--- config.mk ---
export PLATFORM = sky130hd
export DESIGN_NAME = fetch_unit
export DESIGN_NICKNAME = d
export VERILOG_FILES = /design/src/rtl/fetch_unit.sv
export SDC_FILE = /design/constraint.sdc
export NUM_CORES = 1
export LEC_CHECK = 0
export ABC_AREA = 1
export CAP_MARGIN = 10
export CORE_MARGIN = 2
export CORE_UTILIZATION = 47
export DETAILED_ROUTE_END_ITERATION = 7
export PLACE_DENSITY_LB_ADDON = 0.2
export SLEW_MARGIN = 20
export SYNTH_ARGS = -nofsm -noshare
export SYNTH_HDL_FRONTEND = slang
export SYNTH_SLANG_ARGS = --single-unit
--- constraint.sdc ---
create_clock -name clk -period 2 [get_ports clk]
set_input_delay 0.2 -clock clk [delete_from_list [all_inputs] [get_ports clk]]
set_output_delay 0.2 -clock clk [all_outputs]
set_load 0.02 [all_outputs]
--- src/rtl/fetch_unit.sv ---
// Instruction fetch stage: owns the PC, registers big-endian instructions into IF/ID,
// and halts on misaligned or past-end PCs. Define FETCH_PERF_EN to add the perf_fetched counter.
module fetch_unit #(
   parameter logic [15:0] RESET_PC  = 16'd0,
   parameter int          MEM_BYTES = 100,
   parameter logic [15:0] NOP_INS   = 16'h0000
) (
   input  logic        clk,
   input  logic        reset,
   output logic [15:0] pcout,
   input  logic [15:0] insin,
   input  logic        stall,
   input  logic        branch_taken,
   input  logic [15:0] branch_target,
   output logic [15:0] if_ins,
   output logic [15:0] if_pc,
   output logic        if_valid,
   output logic        halt,
   output logic        fault
`ifdef FETCH_PERF_EN
   ,
   output logic [15:0] perf_fetched
`endif
);

   typedef enum logic [1:0] {
      ST_BOOT = 2'd0,
      ST_RUN  = 2'd1,
      ST_HALT = 2'd2
   } state_t;

   state_t      state;
   logic [15:0] pc;
   logic        past_end;
   logic        issue;

   assign pcout = pc;

   // Zero-extend to 32 bits so MEM_BYTES values near 64K still compare correctly.
   assign past_end = 32'(pc) > 32'(MEM_BYTES - 2);

   assign issue = (state == ST_RUN) && !branch_taken && !pc[0] && !past_end && !stall;

   // NOTE: state uses non-blocking assignments so every register samples pre-edge values.
   always_ff @(posedge clk) begin
      if (reset) begin
         state    <= ST_BOOT;
         pc       <= RESET_PC;
         if_ins   <= NOP_INS;
         if_pc    <= 16'd0;
         if_valid <= 1'b0;
         halt     <= 1'b0;
         fault    <= 1'b0;
      end else begin
         case (state)
            ST_BOOT: begin
               if_valid <= 1'b0;
               state    <= ST_RUN;
            end
            ST_RUN: begin
               if (branch_taken) begin
                  // Redirect wins over stall; the wrong-path fetch becomes a bubble.
                  pc       <= branch_target;
                  if_ins   <= NOP_INS;
                  if_valid <= 1'b0;
               end else if (pc[0]) begin
                  state    <= ST_HALT;
                  halt     <= 1'b1;
                  fault    <= 1'b1;
                  if_valid <= 1'b0;
               end else if (past_end) begin
                  state    <= ST_HALT;
                  halt     <= 1'b1;
                  fault    <= 1'b0;
                  if_valid <= 1'b0;
               end else if (issue) begin
                  if_ins   <= insin;
                  if_pc    <= pc;
                  if_valid <= 1'b1;
                  pc       <= pc + 16'd2;
               end
            end
            ST_HALT: begin
               if_valid <= 1'b0;
            end
            default: begin
               state    <= ST_BOOT;
               if_valid <= 1'b0;
            end
         endcase
      end
   end

`ifdef FETCH_PERF_EN
   always_ff @(posedge clk) begin
      if (reset) begin
         perf_fetched <= 16'd0;
      end else if (issue && (perf_fetched != 16'hFFFF)) begin
         perf_fetched <= perf_fetched + 16'd1;
      end
   end
`endif

endmodule

==> impl_metrics.env <==
export IMPL_grt_pass1_wl_mm=9.25
export IMPL_syn_cell_area_sq_um=2320
export IMPL_initial_utilization=0.488
export IMPL_row_count=25
export IMPL_grt_pass1_vias=2068
export IMPL_post_route_cells_drive_above_1_share=0.158
export IMPL_grt_start_max_net_pins=28
export IMPL_nFillCells=424
export IMPL_grt_use_total=0.214
export IMPL_synth_cell_types=33
export IMPL_crit_family="buffers and inverters"
export IMPL_whs_ps=455
export IMPL_cts_sinks=52
export IMPL_max_freq_ghz=0.571
export IMPL_place_area_sq_um=3180
export IMPL_drc=0
export IMPL_syn_to_final_growth_pct=41.7
export IMPL_ir_drop_uv=373
export IMPL_dr_pass1_iters=5
export IMPL_cp_arrival_ps=1950
export IMPL_crit_top_cell="nand3_2"
export IMPL_synth_top_area_cell="dfxtp_1"
export IMPL_synth_seq_area_share=0.449
export IMPL_slowest_delay_ps=470
export IMPL_stdcell_area_sq_um=3280
export IMPL_clockBufferDepth=2
export IMPL_die_h_um=74.2
export IMPL_clock_root_buffer="clkbuf_8"
export IMPL_slowest_stage="dfxtp_1"
export IMPL_crit_buf_inv=2
export IMPL_power_density_nw_per_um2=756
export IMPL_power_leakage_nw=1.41
export IMPL_crit_chain="nand2_1 -> nand3_2 -> nand2_2 -> nand3_2 -> buf_4 -> clkinv_4 -> o21ai_0 -> nor2_1"
export IMPL_cts_resized=0
export IMPL_fin_crit_ps=1750
export IMPL_crit_required_ps=2200
export IMPL_synth_top_family_by_area="simple AND/OR/NAND/NOR gates"
export IMPL_cts_hold_fix_buffers=0
export IMPL_finClkSkew_ps=4.47
export IMPL_wl_per_cell_um=12.9
export IMPL_worstSetupStartpointType="register"
export IMPL_num_nets_final=403
export IMPL_dp_hpwl_mm=4.03
export IMPL_report_final_hold_viol_count=0
export IMPL_port_buffers=85
export IMPL_ys_warn_count=0
export IMPL_power_total_mw=2.48
export IMPL_ant_nets=0
export IMPL_antenna_cells=0
export IMPL_synth_nets=322
export IMPL_dr_total_vias=2165
export IMPL_die_area_sq_um=5510
export IMPL_htreeDepth=2
export IMPL_synthAdderAreaFrac=0.00540
export IMPL_slew_violations=0
export IMPL_cts_setup_buffers=0
export IMPL_worstPathMaxFanout=22
export IMPL_min_path_type="register to register"
export IMPL_synthMuxAreaShare=0
export IMPL_setup_viol=0
export IMPL_cts_tree="yes"
export IMPL_core_area_sq_um=4750
export IMPL_antenna_found_initial=0
export IMPL_end_kind="register"
export IMPL_synthTopCellsByArea="dfxtp_1, nand3_1, nor2_1"
export IMPL_final_period_utilization=0.876
export IMPL_grt_overflow_total=0
export IMPL_synth_compound_area_frac=0.142
export IMPL_fin_tns_setup_ps=0
export IMPL_drt_wl_total_mm=5.60
export IMPL_rsz0062_at_grt="no"
export IMPL_status="finished clean"
export IMPL_ioPinCount=87
export IMPL_clk_pin_slew_ps=90
export IMPL_chipWidth_um=74.2
export IMPL_synthCells=285
export IMPL_dr_first_iter_drc_count=118
export IMPL_synthSimpleGateAreaFrac=0.289
export IMPL_gp_congestion=0.858
export IMPL_clk_latency_ps=300
export IMPL_synth_top_area_frac=0.449
export IMPL_vias_per_cell=4.99
export IMPL_ys_ff_latch=52
export IMPL_max_cap_viol_count=0
export IMPL_synthXorXnorAreaFrac=0.00378
export IMPL_cts_buffers=5
export IMPL_synth_area_per_cell_sq_um=8.13
export IMPL_critPathKind="register to register"
[layer usage]
metal / vias to the layer above / GRT usage / wire length, um
li1: 1085 / - / -
met1: 1000 / 0.272 / 2470
met2: 69 / 0.351 / 2670
met3: 11 / 0.0542 / 363
met4: 0 / 0.0813 / 99
met5: - / 0 / 0
[cells by family (layout without fill, tap and decap cells)]
family	after synthesis	after routing
adders and majority gates	1	1
buffers and inverters	47	129
and+or+nand+nor	135	135
AOI/OAI and AO/OA	48	48
DFF	52	52
xor gates and xnor gates	1	1
other	1	1
[tightest hold or removal path, delay by kind of cell (launching register included)]
kind / cells / cell delay (ps)
flip-flops: 1 / 320
buffers and inverters: 1 / 50
AO/OA/AOI/OAI: 1 / 50
[layout by cell type (no fill, tap or decap), types with 10 or more instances in the layout]
| cell | n |
|---|---|
| a21oi_2 | 16 |
| a22oi_1 | 10 |
| clkdlybuf4s50_1 | 85 |
| dfxtp_1 | 52 |
| inv_1 | 25 |
| nand2_1 | 29 |
| nand2_2 | 17 |
| nand3_1 | 33 |
| nor2_1 | 39 |
| o21ai_0 | 13 |
[path summary, 6_finish.rpt]
kind	startpoint	to	slack, ps	cells past startpoint
worst max-delay path	pcout[1]$_SDFFE_PP0P_	if_pc[2]$_SDFFE_PP0P_	250	8
worst min register to register	halt$_SDFFE_PP0P_	halt$_SDFFE_PP0P_	460	2
worst min-delay path	halt$_SDFFE_PP0P_	halt$_SDFFE_PP0P_	460	2
worst max register to register	pcout[1]$_SDFFE_PP0P_	if_pc[2]$_SDFFE_PP0P_	250	8
[registers in the layout, summed over array words and instances, names as in the netlist, named ones only]
signal and count:
if_pc 15, halt 1, pcout 15, if_valid 1
fault 1, state 2, if_ins 16
[power by group]
group	internal (mW)	total (mW)	switching, mW
registers	1.10	1.16	0.0568
logic	0.278	0.624	0.346
clock network	0.372	0.702	0.330
total	1.75	2.48	0.733
[synthesized netlist by cell type, drive strengths merged]
| cell type | instances |
|---|---|
| dfxtp | 52 |
| o21ai | 17 |
| a21oi | 19 |
| nand3 | 36 |
| a31oi | 1 |
| buf | 15 |
| a22oi | 10 |
| nor4 | 1 |
| nor2 | 42 |
| nand3b | 2 |
| clkinv | 1 |
| o21bai | 1 |
| conb | 1 |
| ha | 1 |
| xor2 | 1 |
| nand4 | 7 |
| nand2 | 47 |
| clkbuf | 5 |
| inv | 26 |
[metrics by stage]
step	setup WS (ps)	utilization	std cells
global route	60.3	0.691	434
finish	248	0.691	434
global placement	118	0.668	426
detailed placement	76.9	0.668	426
floorplan	538	-	285
CTS	258	0.691	434
[cell type report]
type	count	area, sq um	share of cell area
Multi-Input combinational cell	186	1020	0.312
Tap cell	67	83.8	0.0255
Clock buffer	6	72.6	0.0221
Timing Repair Buffer	94	918	0.280
Sequential cell	52	1040	0.317
Clock inverter	2	35.0	0.0107
Inverter	27	109	0.0331
Note: power is estimated with default switching activity, not from simulation.
